`src/rtl/instr_loader_pkg.sv`:
```
// rtl/instr_loader_pkg.sv - shared states, address defaults and word limit for the instruction loader
package instr_loader_pkg;

  // Loader session states
  typedef enum logic [1:0] {
    ST_IDLE    = 2'd0,
    ST_COLLECT = 2'd1,
    ST_WRITE   = 2'd2,
    ST_DONE    = 2'd3
  } loader_state_t;

  // Width of the word-count input and remaining-word counter
  localparam int COUNT_W = 11;

  // Default instruction-memory window
  localparam logic [31:0] DEFAULT_INITIAL_ADDR = 32'h0000_8000;
  localparam logic [31:0] DEFAULT_LAST_ADDR    = 32'h0000_8FFF;

  // Number of whole 32-bit words that fit in [first, last]
  function automatic logic [31:0] word_limit(input logic [31:0] first, input logic [31:0] last);
    return (last - first + 32'd1) >> 2;
  endfunction

  localparam logic [31:0] DEFAULT_WORD_LIMIT = word_limit(DEFAULT_INITIAL_ADDR, DEFAULT_LAST_ADDR);

endpackage

```
`src/rtl/instr_word_assembler.sv`:
```
// rtl/instr_word_assembler.sv - packs four little-endian bytes into one 32-bit instruction word
module instr_word_assembler (
  input  logic        ip_clk,
  input  logic        ip_rst,
  input  logic        ip_clear,
  input  logic        ip_accept,
  input  logic [7:0]  ip_byte_data,
  output logic [31:0] op_word,
  output logic        op_word_complete
);

  logic [1:0]  byte_idx;
  logic [23:0] low_bytes;

  // The top byte is never stored: it is merged combinationally when the word completes
  assign op_word          = {ip_byte_data, low_bytes};
  assign op_word_complete = ip_accept && (byte_idx == 2'd3);

  // Store bytes 0..2 in place and advance the index; a reset or clear drops any partial word
  always_ff @(posedge ip_clk) begin
    if (ip_rst || ip_clear) begin
      byte_idx  <= 2'd0;
      low_bytes <= 24'd0;
    end else if (ip_accept) begin
      case (byte_idx)
        2'd0:    low_bytes[7:0]   <= ip_byte_data;
        2'd1:    low_bytes[15:8]  <= ip_byte_data;
        2'd2:    low_bytes[23:16] <= ip_byte_data;
        default: low_bytes        <= low_bytes;
      endcase
      byte_idx <= byte_idx + 2'd1;
    end
  end

endmodule

```
`src/rtl/instr_loader.sv`:
```
// rtl/instr_loader.sv - loads a byte stream into instruction memory while holding the core
module instr_loader
  import instr_loader_pkg::*;
#(
  parameter logic [31:0] initial_addr = DEFAULT_INITIAL_ADDR,
  parameter logic [31:0] last_addr    = DEFAULT_LAST_ADDR
) (
  input  logic               ip_clk,
  input  logic               ip_rst,
  input  logic               ip_load_start,
  input  logic [COUNT_W-1:0] ip_word_count,
  input  logic               ip_byte_valid,
  input  logic [7:0]         ip_byte_data,
  output logic               op_byte_ready,
  output logic               op_wr_en,
  output logic [31:0]        op_wr_addr,
  output logic [31:0]        op_wr_data,
  output logic               op_core_hold,
  output logic               op_busy,
  output logic               op_done,
  output logic               op_error,
  output logic [31:0]        op_checksum
);

  localparam logic [31:0] WORD_LIMIT = word_limit(initial_addr, last_addr);

  loader_state_t      state;
  logic [COUNT_W-1:0] remaining;
  logic               count_in_range;
  logic               start_ok;
  logic               start_bad;
  logic               byte_accept;
  logic               word_complete;
  logic [31:0]        assembled_word;

  // Ready is only ever high in COLLECT, so this also confines acceptance to COLLECT
  assign byte_accept    = op_byte_ready && ip_byte_valid;
  assign count_in_range = (ip_word_count != '0) && ({21'd0, ip_word_count} <= WORD_LIMIT);
  assign start_ok       = (state == ST_IDLE) && ip_load_start && count_in_range;
  assign start_bad      = (state == ST_IDLE) && ip_load_start && !count_in_range;

  instr_word_assembler u_assembler (
    .ip_clk           (ip_clk),
    .ip_rst           (ip_rst),
    .ip_clear         (start_ok),
    .ip_accept        (byte_accept),
    .ip_byte_data     (ip_byte_data),
    .op_word          (assembled_word),
    .op_word_complete (word_complete)
  );

  // Session FSM; every output is registered so the write port stays stable for its whole cycle
  always_ff @(posedge ip_clk) begin
    if (ip_rst) begin
      state         <= ST_IDLE;
      remaining     <= '0;
      op_byte_ready <= 1'b0;
      op_wr_en      <= 1'b0;
      op_wr_addr    <= initial_addr;
      op_wr_data    <= 32'd0;
      op_core_hold  <= 1'b0;
      op_busy       <= 1'b0;
      op_done       <= 1'b0;
      op_error      <= 1'b0;
      op_checksum   <= 32'd0;
    end else begin
      op_done  <= 1'b0;
      op_wr_en <= 1'b0;
      unique case (state)
        ST_IDLE: begin
          if (start_ok) begin
            state         <= ST_COLLECT;
            remaining     <= ip_word_count;
            op_wr_addr    <= initial_addr;
            op_checksum   <= 32'd0;
            op_error      <= 1'b0;
            op_byte_ready <= 1'b1;
            op_core_hold  <= 1'b1;
            op_busy       <= 1'b1;
          end else if (start_bad) begin
            op_error <= 1'b1;
          end
        end
        ST_COLLECT: begin
          if (word_complete) begin
            state         <= ST_WRITE;
            op_wr_data    <= assembled_word;
            op_wr_en      <= 1'b1;
            op_byte_ready <= 1'b0;
          end
        end
        ST_WRITE: begin
          op_checksum <= op_checksum + op_wr_data;
          remaining   <= remaining - 1'b1;
          if (remaining == 11'd1) begin
            // Address is left on the last written word so it never passes last_addr-3
            state   <= ST_DONE;
            op_done <= 1'b1;
          end else begin
            state         <= ST_COLLECT;
            op_wr_addr    <= op_wr_addr + 32'd4;
            op_byte_ready <= 1'b1;
          end
        end
        ST_DONE: begin
          state        <= ST_IDLE;
          op_core_hold <= 1'b0;
          op_busy      <= 1'b0;
        end
        default: begin
          state         <= ST_IDLE;
          op_byte_ready <= 1'b0;
          op_core_hold  <= 1'b0;
          op_busy       <= 1'b0;
        end
      endcase
    end
  end

endmodule
```
`config.mk`:
```
export PLATFORM = sky130hd
export DESIGN_NAME = instr_loader
export DESIGN_NICKNAME = d
export VERILOG_FILES = /design/src/rtl/instr_loader_pkg.sv /design/src/rtl/instr_word_assembler.sv /design/src/rtl/instr_loader.sv
export SDC_FILE = /design/constraint.sdc
export NUM_CORES = 1
export LEC_CHECK = 0
export CAP_MARGIN = 20
export CORE_AREA = 4 4 121 123
export DETAILED_ROUTE_END_ITERATION = 6
export DIE_AREA = 0 0 125 127
export GPL_TIMING_DRIVEN = 0
export MAX_ROUTING_LAYER = met4
export PLACE_DENSITY = 0.9
export SKIP_LAST_GASP = 1
export SLEW_MARGIN = 20
export SYNTH_ARGS = -nofsm -noshare
export SYNTH_HDL_FRONTEND = slang
export SYNTH_SLANG_ARGS = --single-unit
```
`constraint.sdc`:
```
create_clock -name ip_clk -period 4.3 [get_ports ip_clk]
set_input_delay 0.86 -clock ip_clk [delete_from_list [all_inputs] [get_ports ip_clk]]
set_output_delay 0.86 -clock ip_clk [all_outputs]
set_load 0.1 [all_outputs]
```
* After elaboration in Yosys (flattened, before gate mapping) *
Index checks and enable logic that the tools add are counted.

storage, ports and cells
  register bits after elaboration = 140
  latch bits = 0
  memory bits (writable) = 0
  bits in read-only memories = 0
  input bits = 23
  output and inout port bits = 102
  logic and storage cells = 78
  memories = 0

operators by class
  add/subtract/negate cells = 4
  multiply operators = 0
  div/mod/pow operators = 0
  order comparisons = 1
  equality and inequality tests = 10
  shift operators = 0
  multiplexer cells = 20
  bitwise operators = 2
  reduce and logical (&&, ||, !) cells = 27

operators by type and width
  kind                                                     count
  case mux 32 bit (2 select lines)                         2
  2-to-1 mux 32 bit                                        3
  adder 32 x 3 -> 32 bit (second input constant)           1
  adder 32 bit                                             1
  case mux 11 bit (2 select lines)                         1
  AND reduction 2 bit                                      8
  == test 11 x 1 -> 1 bit (second input constant)          1
  less-or-equal comparator 11 bit (second input constant)  1
  2-to-1 mux 11 bit                                        1
  nonzero test 11 bit                                      1
  subtractor 11 x 1 -> 11 bit (second input constant)      1
  == test 2 bit (second input constant)                    4
  case mux 2 bit (4 select lines)                          1
  2-to-1 mux 1 bit                                         7
  logical AND 1 bit                                        6
  2-to-1 mux 2 bit                                         3
  nonzero test 2 bit                                       3
  == test 2 x 1 -> 1 bit (second input constant)           2
  zero test 2 bit                                          2
  inequality test 2 x 1 -> 1 bit (second input constant)   2
  AND reduction 4 bit                                      1
  OR reduction 2 bit                                       2
  case mux 1 bit (3 select lines)                          1
  AND reduction 3 bit                                      1
  other kinds (7)                                          8

* Depth between registers and ports, before layout *
  word-level depth = 6
  gate-level depth with buffers = 11
  mapped depth without buffers = 11

* Modules after synthesis *
Synthesis repeated with hierarchy kept, for this count alone.

unflattened totals
  cell total of the unflattened synthesis = 901
  area total of the unflattened synthesis = 7,511.0 um^2

by module, submodules not included
  module                times used  cells an instance  area an instance (um^2)  sequential area each (um^2)
  instr_loader          1           768                6,120.9                  2,242.2
  instr_word_assembler  1           133                1,390.1                  520.5

* Worst setup path after synthesis *
OpenSTA, ideal clock, no wires.

  kind = input-to-reg
  start = input ip_word_count[9]
  end = register op_wr_addr[15]
  setup time = 0.132 ns
  arrival = 3.110 ns
  required time = 4.168 ns
  path slack = 1.058 ns
  stages = 7
  buffers on the path = 0
  cells stage by stage = or4_1 o31ai_4 a31oi_1 nor3b_2 nand4_1 o21ai_0 or3b_2

on the way
  cells in the longest elaborated chain, start to end = 5
  elaborated cells between the ends (all ways) = 6
  classes of those cells = order compare: 1; eq/ne: 1; reduce/logical: 4

ends and longest elaborated chain
  what                                                                    line                 text
  start: declaration                                                      instr_loader.sv:11   input logic [COUNT_W-1:0] ip_word_count,
  less-or-equal comparator 11 bit or nonzero test 11 bit (tied branches)  instr_loader.sv:38   assign count_in_range = (ip_word_count != '0) && ({21'd0, ip_word_count} <= WORD_LIMIT);
  logical AND 1 bit (*)                                                   instr_loader.sv:38
  logical AND 1 bit (*)                                                   instr_loader.sv:39   assign start_ok = (state == ST_IDLE) && ip_load_start && count_in_range;
  inequality test 2 x 1 -> 1 bit (no line) (*)                            n/a
  AND reduction 3 bit (no line) (*)                                       n/a
  end signal: assignment                                                  instr_loader.sv:59   op_wr_addr <= initial_addr;
  end signal: assignment                                                  instr_loader.sv:74   op_wr_addr <= initial_addr;
  end signal: assignment                                                  instr_loader.sv:101  op_wr_addr <= op_wr_addr + 32'd4;
  end: declaration                                                        instr_loader.sv:16   output logic [31:0] op_wr_addr,

Mark *: on every way between the ends. The rest lies on a longest branch, timed or not.
A chain may end at the register's enable or synchronous reset.

* Worst setup path in the final report *
  start = input ip_word_count[3]
  end = register op_checksum[24]

on the way
  cells in the longest elaborated chain, start to end = 5
  elaborated cells between the ends (all ways) = 6
  classes of those cells = order compare: 1; eq/ne: 1; reduce/logical: 4

ends and longest elaborated chain
  what                                                                    line                text
  less-or-equal comparator 11 bit or nonzero test 11 bit (tied branches)  instr_loader.sv:38
  logical AND 1 bit (*)                                                   instr_loader.sv:38
  logical AND 1 bit (*)                                                   instr_loader.sv:39
  inequality test 2 x 1 -> 1 bit (no line) (*)                            n/a
  AND reduction 2 bit (no line) (*)                                       n/a
  end signal: assignment                                                  instr_loader.sv:93  op_checksum <= op_checksum + op_wr_data;
  end: declaration                                                        instr_loader.sv:22  output logic [31:0] op_checksum

Marks and branches as above.

==> impl_metrics.env <==
export IMPL_status="finished clean"
export IMPL_period_share_pct=89.3
export IMPL_yosysUniqueCellTypes=60
export IMPL_grt_usage_pct=26.1
export IMPL_crit_required_ns=4.63
export IMPL_crit_arrival_ns=4.16
export IMPL_core_area_mm2=0.0137
export IMPL_synth_most_common_cell="nand2_1"
export IMPL_syn_inst=906
export IMPL_cp_top_family="simple AND/OR/NAND/NOR gates"
export IMPL_fin_tns_setup_ns=0
export IMPL_ctsResizeCount=0
export IMPL_row_count=43
export IMPL_area_growth_pct=29.5
export IMPL_drive_above_1_share_pct=4.15
export IMPL_synth_commonest_cells="nand2_1 (150), dfxtp_1 (138), a21oi_1 (115)"
export IMPL_hold_viol=0
export IMPL_postRouteAntennaNets=0
export IMPL_clkSinkCount=138
export IMPL_cts_root_buffer="clkbuf_16"
export IMPL_die_x_um=125
export IMPL_synth_ff_type="dfxtp_1"
export IMPL_critical_path_class="in -> reg"
export IMPL_diodes=0
export IMPL_initial_core_util_pct=52.0
export IMPL_crit_top_cell="clkbuf_1"
export IMPL_cpPeakStageDelay_ns=0.57
export IMPL_async_flop_share_pct=0
export IMPL_max_cap_viol_count=0
export IMPL_p_leak_nw=3.38
export IMPL_multiInputGateArea_mm2=0.00405
export IMPL_rsz0062_at_grt="false"
export IMPL_nets=1110
export IMPL_ios=125
export IMPL_grt_max_degree=17
export IMPL_clkLatencyLatePin_ns=0.42
export IMPL_synth_top_area_share_pct=38.9
export IMPL_postCtsSetupBuffers=0
export IMPL_synth_seq_cells=138
export IMPL_path_cells="clkdlybuf4s50_1 > or4_4 > or4_1 > a31oi_1 > or2_1 > nor2b_1 > clkbuf_1 > clkbuf_1 > nand2_1 > o31ai_1"
export IMPL_drc=0
export IMPL_overflow=0
export IMPL_grt_pass1_vias=6807
export IMPL_antenna_found_initial=0
export IMPL_numCtsBuffers=17
export IMPL_regArea_mm2=0.00276
export IMPL_drt_pass1_iterations=6
export IMPL_hp_class="reg -> reg"
export IMPL_io_buffers=122
export IMPL_power_density_mw_per_mm2=334
export IMPL_synth_top_cell_by_area="dfxtp_1"
export IMPL_synth_area_per_cell_um2=7.84
export IMPL_die_h_um=127
export IMPL_worst_setup_path_end_kind="register"
export IMPL_clock_fmax_ghz=0.261
export IMPL_p_total_mw=3.07
export IMPL_max_slew_margin_pct=32.0
export IMPL_vias_per_cell=5.86
export IMPL_max_slew_worst_pin_slew_ns=1.02
export IMPL_finClkSkew_ns=0.00725
export IMPL_slew_viol_final=0
export IMPL_synth_edf_count=0
export IMPL_path_max_fanout=10
export IMPL_worst_setup_path_start_kind="input pin"
export IMPL_via_count=7277
export IMPL_slowest_stage="or4_4"
export IMPL_grt_pass1_wl_mm=32.9
export IMPL_hpwl_mm=15.0
export IMPL_path_buf_inv=3
export IMPL_min_period_ns=3.84
export IMPL_synth_area_mm2=0.00710
export IMPL_ys_seq_area_share_pct=38.9
export IMPL_die_area_mm2=0.0159
export IMPL_htree_levels=4
export IMPL_first_iter_violations=750
export IMPL_gp_congestion=0.968
export IMPL_clk_path_buf_depth=2
export IMPL_irDropWorstVdd_mv=0.240
export IMPL_wire_per_inst_um=16.8
export IMPL_synth_warning_count=0
export IMPL_nFillCells=1136
export IMPL_clkTransAtPathRegs_ns=0.06
export IMPL_synthTopCellsByArea="dfxtp_1 (39%), a21oi_1 (8.1%), nand2_1 (7.9%)"
export IMPL_setup_violations=0
export IMPL_cts_tree="done"
export IMPL_wirelength_mm=20.8
export IMPL_cts_hold_buffers=0
==> report_power, final <==
group	internal (mW)	switching (mW)	total (mW)
registers	1.29	0.0114	1.30
logic	0.0507	0.114	0.164
clock network	1.04	0.564	1.61
total	2.38	0.689	3.07
==> per-stage QoR <==
stage,area (µm²),util (%),setup slack [ns],hold WS (ns),instances
final,9190,67.3,0.462,0.451,1241
after global routing,9190,67.3,0.347,0.479,1241
after CTS,9190,67.3,0.524,0.454,1241
after detailed placement,8550,62.6,0.0976,0.445,1209
after global placement,8550,62.6,0.162,0.440,1209
after floorplan,7100,-,1.06,0.432,907
==> final timing paths <==
kind	startpoint	end	slack (ns)	cells past startpoint
setup / recovery	ip_word_count[3]	op_checksum[24]	0.46	10
hold / removal	u_assembler.low_bytes[11]	op_wr_data[11]	0.45	2
setup reg to reg	op_wr_data[0]	op_checksum[28]	1.06	11
hold reg to reg	u_assembler.low_bytes[11]	op_wr_data[11]	0.45	2
==> placed cells by master, fill, tap and decap left out, drive strengths merged, types with 3 or more instances in the layout <==
| cell type | count |
|---|---|
| nor2 | 64 |
| or2 | 6 |
| xor2 | 13 |
| inv | 19 |
| a21o | 12 |
| a21oi | 115 |
| nand2b | 9 |
| nor2b | 6 |
| clkbuf | 64 |
| or3 | 13 |
| o21a | 4 |
| xnor2 | 31 |
| nor3b | 4 |
| nand2 | 150 |
| a221oi | 4 |
| a211oi | 5 |
| and2 | 3 |
| o21ai | 38 |
| nor3 | 21 |
| nor4 | 3 |
| nand3 | 57 |
| o211ai | 4 |
| a2111oi | 3 |
| buf | 10 |
| a31oi | 9 |
| and3 | 20 |
| nand4 | 15 |
| or4 | 3 |
| ha | 38 |
| clkinv | 7 |
| a21boi | 3 |
| a22oi | 7 |
| bufinv | 5 |
| dfxtp | 138 |
| clkdlybuf4s50 | 122 |
| o21bai | 6 |
==> final cells by class <==
type / count / share of cell area (%)
buffer: 54 / 2.34
clock buffer: 20 / 4.86
clock inverter: 12 / 2.14
inverter: 19 / 0.776
multi-input combinational: 696 / 44.1
sequential: 138 / 30.1
tap: 180 / 2.45
timing repair buffer: 122 / 13.3
==> layer usage <==
metal	vias to the layer above	wire length, µm	part of all wire, %	GRT usage [%]
li1	3472	-	-	-
met1	3353	8550	41	31.5
met2	375	9860	47	42.5
met3	77	1650	7.9	5.10
met4	0	767	3.7	12.1
met5	-	0	0	-
==> worst register-to-register path, stage by stage, from the launching register on <==
cell      delay (ns)
dfxtp_1         0.43
ha_1            0.20
inv_1           0.06
fa_1            0.40
nor2b_1         0.17
o31a_1          0.23
a221oi_1        0.13
a211oi_1        0.64
o311ai_0        0.31
a21boi_0        0.31
xnor2_1         0.14
o21ai_0         0.08
==> sequential cells by signal, indices dropped and copies added (netlist names) <==
register               flops
op_error                   1
op_done                    1
remaining                 11
op_wr_data                32
op_wr_addr                30
state                      2
u_assembler.byte_idx       2
op_busy                    1
op_byte_ready              1
u_assembler.low_bytes     24
op_wr_en                   1
op_checksum               32
==> cell families (layout without fill, tap and decap cells) <==
family	count (synthesis)	in the layout	share of synthesized area, %
adders and majority gates	39	39	6.98
and+or+nand+nor	378	378	24.7
muxes	2	2	0.282
xor gates and xnor gates	44	44	5.43
AOI/OAI and AO/OA	231	231	19.6
DFF	138	138	38.9
buffers and inverters	73	227	4.04
other	1	2	0.0528
(Power assumes the default switching activity.)
